<file path="config.mk">
export PLATFORM = sky130hd
export DESIGN_NAME = pconv_feeder
export DESIGN_NICKNAME = d
export VERILOG_FILES = /design/src/rtl/pconv_feeder.sv
export SDC_FILE = /design/constraint.sdc
export NUM_CORES = 1
export LEC_CHECK = 0
export CELL_PAD_IN_SITES_DETAIL_PLACEMENT = 0
export CELL_PAD_IN_SITES_GLOBAL_PLACEMENT = 2
export CORE_AREA = 3 3 160 162
export DETAILED_ROUTE_END_ITERATION = 7
export DIE_AREA = 0 0 163 165
export PLACE_DENSITY = 0.9
export SYNTH_ARGS = -nofsm -noshare
export SYNTH_HDL_FRONTEND = slang
export SYNTH_SLANG_ARGS = --single-unit
</file>
<file path="constraint.sdc">
create_clock -name clk -period 5 [get_ports clk]
set_input_delay 0.5 -clock clk [delete_from_list [all_inputs] [get_ports clk]]
set_output_delay 0.5 -clock clk [all_outputs]
set_load 0.05 [all_outputs]
</file>
<file path="src/rtl/pconv_feeder.sv">
`default_nettype none
// ============================================================================
// Module   : pconv_feeder
// Purpose  : Sequences one full layer pass for a pconv_unit. For each output
//            channel it loads weight/bias/shift from parameter memory, then
//            streams every pixel's packed input vector from the feature-map
//            buffer, tagging each beat with its pixel and channel index.
// Revision : 1.0 - initial release
// ============================================================================
module pconv_feeder #(
  parameter int N              = 16,
  parameter int INPUT_CHANNEL  = 3,
  parameter int OUTPUT_CHANNEL = 8,
  parameter int FMAP_SIZE      = 28,
  parameter int ADDR_W         = 10,
  parameter int OC_W           = 3,
  parameter int PE_LATENCY     = 3
) (
  input  logic                       clk,
  input  logic                       rst_n,
  input  logic                       start,
  input  logic                       en,
  output logic                       busy,
  output logic                       done,
  output logic                       fmap_rd_en,
  output logic [ADDR_W-1:0]          fmap_rd_addr,
  input  logic [INPUT_CHANNEL*N-1:0] fmap_rd_data,
  output logic                       param_rd_en,
  output logic [OC_W-1:0]            param_rd_addr,
  input  logic [INPUT_CHANNEL*N-1:0] wt_rd_data,
  input  logic [31:0]                bias_rd_data,
  input  logic [4:0]                 shift_rd_data,
  output logic                       pe_input_vld,
  output logic [INPUT_CHANNEL*N-1:0] pe_input_din,
  output logic [INPUT_CHANNEL*N-1:0] pe_weight_din,
  output logic [31:0]                pe_bias_dout,
  output logic [4:0]                 pe_shift_dout,
  output logic [ADDR_W-1:0]          pe_pix,
  output logic [OC_W-1:0]            pe_oc
);

  localparam int P         = FMAP_SIZE * FMAP_SIZE;
  // Two read-pipeline stages plus the pconv_unit latency must elapse before
  // the parameters may change for the next channel.
  localparam int DRAIN_LEN = 2 + PE_LATENCY;
  localparam int DW        = (DRAIN_LEN > 1) ? $clog2(DRAIN_LEN) : 1;

  localparam logic [ADDR_W-1:0] c_last_pix   = ADDR_W'(P - 1);
  localparam logic [OC_W-1:0]   c_last_oc    = OC_W'(OUTPUT_CHANNEL - 1);
  localparam logic [DW-1:0]     c_last_drain = DW'(DRAIN_LEN - 1);

  typedef enum logic [2:0] {
    S_IDLE   = 3'd0,
    S_LOAD   = 3'd1,
    S_WAIT_P = 3'd2,
    S_STREAM = 3'd3,
    S_DRAIN  = 3'd4,
    S_FIN    = 3'd5
  } state_t;

  state_t             r_state;
  logic [ADDR_W-1:0]  r_pix;
  logic [OC_W-1:0]    r_oc;
  logic [DW-1:0]      r_drain;

  // Stage-1 of the read pipeline: strobe and tags of the read issued last cycle.
  logic               r_v1;
  logic [ADDR_W-1:0]  r_pix1;
  logic [OC_W-1:0]    r_oc1;

  // Reads are issued in the same cycle en is seen so a pause takes effect at once.
  assign fmap_rd_en   = (r_state == S_STREAM) && en;
  assign fmap_rd_addr = r_pix;

  // Layer sequencer: channel loop, parameter fetch, pixel stream and drain.
  always_ff @(posedge clk or negedge rst_n) begin
    if (!rst_n) begin
      r_state       <= S_IDLE;
      busy          <= 1'b0;
      done          <= 1'b0;
      param_rd_en   <= 1'b0;
      param_rd_addr <= '0;
      r_oc          <= '0;
      r_pix         <= '0;
      r_drain       <= '0;
      pe_weight_din <= '0;
      pe_bias_dout  <= '0;
      pe_shift_dout <= '0;
    end else begin
      param_rd_en <= 1'b0;
      done        <= 1'b0;
      case (r_state)
        S_IDLE: begin
          if (start) begin
            r_state       <= S_LOAD;
            busy          <= 1'b1;
            param_rd_en   <= 1'b1;
            param_rd_addr <= r_oc;
          end
        end
        S_LOAD: begin
          r_state <= S_WAIT_P;
        end
        S_WAIT_P: begin
          // Parameter data returns now; hold it until the next channel's fetch.
          pe_weight_din <= wt_rd_data;
          pe_bias_dout  <= bias_rd_data;
          pe_shift_dout <= shift_rd_data;
          r_pix         <= '0;
          r_state       <= S_STREAM;
        end
        S_STREAM: begin
          if (en) begin
            r_pix <= r_pix + ADDR_W'(1);
            if (r_pix == c_last_pix) begin
              r_state <= S_DRAIN;
              r_drain <= '0;
            end
          end
        end
        S_DRAIN: begin
          if (r_drain == c_last_drain) begin
            if (r_oc != c_last_oc) begin
              r_oc          <= r_oc + OC_W'(1);
              param_rd_en   <= 1'b1;
              param_rd_addr <= r_oc + OC_W'(1);
              r_state       <= S_LOAD;
            end else begin
              r_oc    <= '0;
              busy    <= 1'b0;
              done    <= 1'b1;
              r_state <= S_FIN;
            end
          end else begin
            r_drain <= r_drain + DW'(1);
          end
        end
        S_FIN: begin
          r_state <= S_IDLE;
        end
        default: begin
          r_state <= S_IDLE;
        end
      endcase
    end
  end

  // Two-stage read pipeline: tags follow each read until its data is registered.
  always_ff @(posedge clk or negedge rst_n) begin
    if (!rst_n) begin
      r_v1         <= 1'b0;
      r_pix1       <= '0;
      r_oc1        <= '0;
      pe_input_vld <= 1'b0;
      pe_input_din <= '0;
      pe_pix       <= '0;
      pe_oc        <= '0;
    end else begin
      r_v1         <= fmap_rd_en;
      r_pix1       <= r_pix;
      r_oc1        <= r_oc;
      pe_input_vld <= r_v1;
      if (r_v1) begin
        pe_input_din <= fmap_rd_data;
        pe_pix       <= r_pix1;
        pe_oc        <= r_oc1;
      end
    end
  end

endmodule
`default_nettype wire
</file>
# Word level (Yosys, flattened, before mapping)
# Index checks and enable logic that the tools add are counted.
# word_totals
word_cells	74
ramBits	0
register_bits	186
out_inout_bits	164
input_bits	137
memories	0
rom_bits	0
latch_bits	0
# op_classes
shifts	0
div_mod_pow	0
n_lt_le_gt_ge	0
n_addsub	3
multipliers	0
n_mux	28
n_reduce_logical	11
bitwise_logic	0
eq_ne	14
# ops
operator	n
3-bit 2-to-1 mux	12
10-bit one-hot mux with 2 select lines	1
4-bit AND reduction	4
3-bit one-hot mux with 5 select lines	1
2-bit inequality test, second input constant	6
3-bit one-hot mux with 2 select lines	2
10-bit by 1-bit adder with 10-bit output, second input constant	1
10-bit equality test, second input constant	1
10-bit 2-to-1 mux	1
1-bit 2-to-1 mux	9
3-bit by 1-bit adder with 3-bit output, second input constant	2
3-bit by 2-bit equality test with 1-bit output, second input constant	2
3-bit equality test, second input constant	2
2-bit nonzero test	3
1-bit one-hot mux with 2 select lines	2
2-bit AND reduction	2
3-bit by 1-bit equality test with 1-bit output, second input constant	1
3-bit logical NOT	1
3-bit inequality test, second input constant	1
2-bit by 1-bit inequality test with 1-bit output, second input constant	1
1-bit logical AND	1

# Depth between registers and ports, before layout
# depth
depth_word	4
depth_mapped	6
mapped_depth_nobuf	6

# Worst setup path after synthesis
# OpenSTA, ideal clock, no wires.
# synth_path
kind	reg2reg
start	register r_pix[4] (netlist: fmap_rd_addr[4])
end	register r_pix[9] (netlist: fmap_rd_addr[9])
path_stages_with_launch	5
n_path_buf	0
required_ns	4.923
arrival_ns	1.884
setup_slack_ns	3.039
setup_time_ns	0.077
synth_period_minus_slack_ns	1.961
path_cell_list	dfrtp_1 > nand4_1 > or4_4 > or3_1 > a21oi_1
# synth_between
elab_chain_cells	3
# synth_rtl
element	line_no	source
start, declared	62	logic [ADDR_W-1:0] r_pix;
start signal, assigned	114	r_pix <= r_pix + ADDR_W'(1);
10-bit by 1-bit adder with 10-bit output	114	
10-bit 2-to-1 mux	113	if (en) begin
10-bit one-hot mux with 2 select lines	92	case (r_state)
# No other way between the ends. The select of a mux whose other input is x is not followed.
# A chain may end at the register's enable or synchronous reset.

# Worst setup path after layout
# layout_path
start	input en
end	output fmap_rd_en
# layout_between
elab_chain_cells	1
# layout_rtl
element	line_no	source
start, declared	22	input logic en,
1-bit logical AND	72	assign fmap_rd_en = (r_state == S_STREAM) && en;
end, declared	25	output logic fmap_rd_en,
# No other way between the ends.

==> key figures <==
Placed design
  • HPWL Detailed: 13.49 mm
  • Routability-driven placement congestion ratio: 0.7514
  • Inst Count DP: 1068
  • Setup WS pre-CTS: ~2100 ps
  • I/O Buffers: 300

Cells and area
  • Final core occ: 45.35%
  • Fraction of layout cells with a size suffix above 1: 24.23%
  • Fin cells: 1100
  • Net count, final: 905
  • Synthesis-to-layout area growth: 56.28%
  • FILL cells: 2208
  • Ant diodes: 0

Setup path
  • CP peak stage delay: a little over 900 ps
  • Slowest-stage cell, CP: clkdlybuf4s50_1
  • Crit Path Max Fanout: 6
  • Critical Path End Type: primary output
  • Type of origin of the critical path: input port
  • Worst EP arrival: 2390 ps
  • CP Class: in -> out
  • CP cell instances: clkdlybuf4s50_1 > nand4b_1 > inv_1 > clkdlybuf4s50_1
  • CP bufs+invs: 3
  • WP data required: 4500 ps
  • CP top delay family: buffers and inverters
  • Most frequent CP cell: clkdlybuf4s50_1

Synth
  • Post-synth top cells: dfrtp_1 (186), mux2_2 (148), nand2_1 (20), o21ai_0 (13)
  • Distinct cells, synth: 35
  • Synth area leaders: dfrtp_1 (66%), mux2_2 (24%), nand2_1 (1.1%)
  • Syn Inst Count: 460
  • Area fraction of the dominant cell type after synthesis: between 60% and 70%
  • Post-synthesis sequential area ratio: 66.15%
  • EDFF count, synth: 0
  • Mapped Nets: 602
  • Cell area after synthesis: 7037 sq um
  • Synth warnings: 0
  • Most common cell in the netlist: dfrtp_1
  • Dominant synthesized flop cell: dfrtp_1
  • Synthesized flop and latch total: between 150 and 200
  • Synth area leader: dfrtp_1
  • Synth Area per Inst: 15.30 sq um
  • Async SR Flop Fraction: 100.0%

Timing
  • Setup ws final: approximately 2100 ps
  • Setup_tns: 0 ps
  • RSZ-0062 raised after global routing: no
  • Clock skew: 7.305 ps
  • Max Freq: 346.6 MHz
  • Slew Viols, Final: 0
  • Hold Violations, Final: 0
  • Final setup violation count: 0
  • Final min period: between 2000 and 3000 ps
  • Slew at the pin closest to its max-slew limit: 703.1 ps
  • Headroom to the max-slew limit: approximately 53%
  • Post-route clock period utilization: ~58%

GRT
  • Grt total ovfl: 0
  • GRT busiest layer: met2
  • Grt met1 use: 16.00%
  • First-pass GRT wire length: approximately 27 mm
  • Met3 usage: 4.640%
  • GR Util All Layers: around an eighth
  • M2 GR Usage: 22.11%
  • Antenna violations before repair: 0
  • Largest net degree at the start of global routing: 107
  • Number of global-route vias before repair: 4838

Floorplan
  • Die width: 163 um
  • Die H: 165 um
  • Core Region: 24250 sq um
  • Initial core utilization: between 20% and 30%
  • FP Rows: 57
  • Die area: between 20000 and 30000 sq um
  • I/O Pins: 301

Power and ir drop
  • Clock power frac: 29.5%
  • Internal Dissipation: 3.002 mW
  • Final total power: 4.647 mW
  • Gate power share: a little under a third
  • Sequential Power Share: 39.8%
  • Max rail drop VDD: 260.3 uV
  • Static Leak: 4.651 nW
  • P per Cell Area: 422.6 nW/um^2
  • Switch share: 35.40%
  • Switching power: between 1.5 and 2 mW

Clocking
  • Hold_buf cts: 0
  • Worst-skew pair later-pin latency: 420 ps
  • Total CTS buffers: 17
  • CTS sink cnt: between 150 and 200
  • Htree depth: 4
  • Clock root buffer: clkbuf_16
  • CTS tree: done
  • Clock buffer depth: 2
  • PostCTS Resize Cnt: 0
  • Worst-path clk slew: 70 ps
  • Setup bufs post-CTS: 0

Routing
  • DR vias: 4744
  • DRC viols: 0
  • DRT Wirelength: around 18 mm
  • DR WL/cell: ~17 um
  • Starting DRC count in detailed routing: 208
  • Router iterations before antenna repair: 4
  • Post-route ant nets: 0
  • Vias per inst: 4.313

Min path
  • Hold crit path type: in -> async

Outcome
  • Status: finished clean

Job
  • Max-Cap Viols: 0
[path summary, 6_finish.rpt]
| path | startpoint | end | slack [ps] | depth (start not counted) |
|---|---|---|---|---|
| worst max-delay path | en | fmap_rd_en | 2110 | 4 |
| worst min-delay path | rst_n | pe_input_din[18]$_DFFE_PN0P_ | 80 | 1 |
| worst max register to register | r_state[2]$_DFFE_PN0P_ | pe_weight_din[31]$_DFFE_PN0P_ | 2330 | 5 |
| worst min register to register | r_oc[1]$_DFFE_PN0P_ | r_oc1[1]$_DFF_PN0_ | 440 | 0 |
| max in group asynchronous | rst_n | pe_weight_din[40]$_DFFE_PN0P_ | 3850 | 2 |
| min in group clk | r_oc[1]$_DFFE_PN0P_ | r_oc1[1]$_DFF_PN0_ | 440 | 0 |
[registers in the layout, summed over array words and instances, names as in the netlist, 3 cells and up]
signal and cells:
pe_oc 3, pe_bias_dout 32, pe_input_din 48, pe_pix 10, r_oc1 3, r_oc 3
pe_shift_dout 5, fmap_rd_addr 10, param_rd_addr 3, pe_weight_din 48, r_drain 3, r_state 3
r_pix1 10
[metrics by stage]
step	hold slack (ps)	cell area, sq um
after floorplan	204.4	7037
after global placement	421.3	10400
after detailed placement	426.3	10400
after CTS	115.4	11000
after global routing	110.2	11000
final	80.49	11000
[area by class of cell]
class	instances	area [sq um]	share of cell area [%]
Sequential cell	186	4656	42.34
Multi-Input combinational cell	248	2271	20.65
Tap cell	324	405.4	3.686
Clock buffer	18	429.2	3.903
Clock inverter	14	163.9	1.490
Inverter	6	22.52	0.2048
Timing Repair Buffer	304	3049	27.73
[power groups by stage]
stage	clock [mW]	sequential [mW]	combinational, mW
after floorplan	0	2.50	0.205
after global placement	0	1.88	1.44
after detailed placement	0	1.88	1.44
after CTS	1.42	1.85	1.45
after global routing	1.49	1.88	1.49
final	1.37	1.85	1.43
[cell usage in the layout, fill, tap and decap left out, drive strengths merged, types with 5 or more instances in the layout]
master,n
nand2,20
clkdlybuf4s50,299
dfrtp,186
nor2,11
inv,11
a21oi,8
nor3,6
mux2,148
o21ai,13
clkbuf,19
ha,5
[cells by family (layout without fill, tap and decap cells)]
group	after synthesis	count (layout)	share of synthesized area (%)
fa+ha+maj	5	5	0.8890
simple gates	57	57	4.072
xor+xnor	4	4	0.4980
mux	152	152	24.25
buf+inv	26	342	1.689
flops	186	186	66.15
compound gates	30	30	2.454
[per-layer routing]
| layer | wire (um) | vias to the layer above |
|---|---|---|
| met5 | 0 | - |
| li1 | - | 2225 |
| met4 | 205 | 0 |
| met2 | 8932 | 164 |
| met1 | 7641 | 2341 |
| met3 | 1533 | 14 |
(Power assumes the default switching activity.)
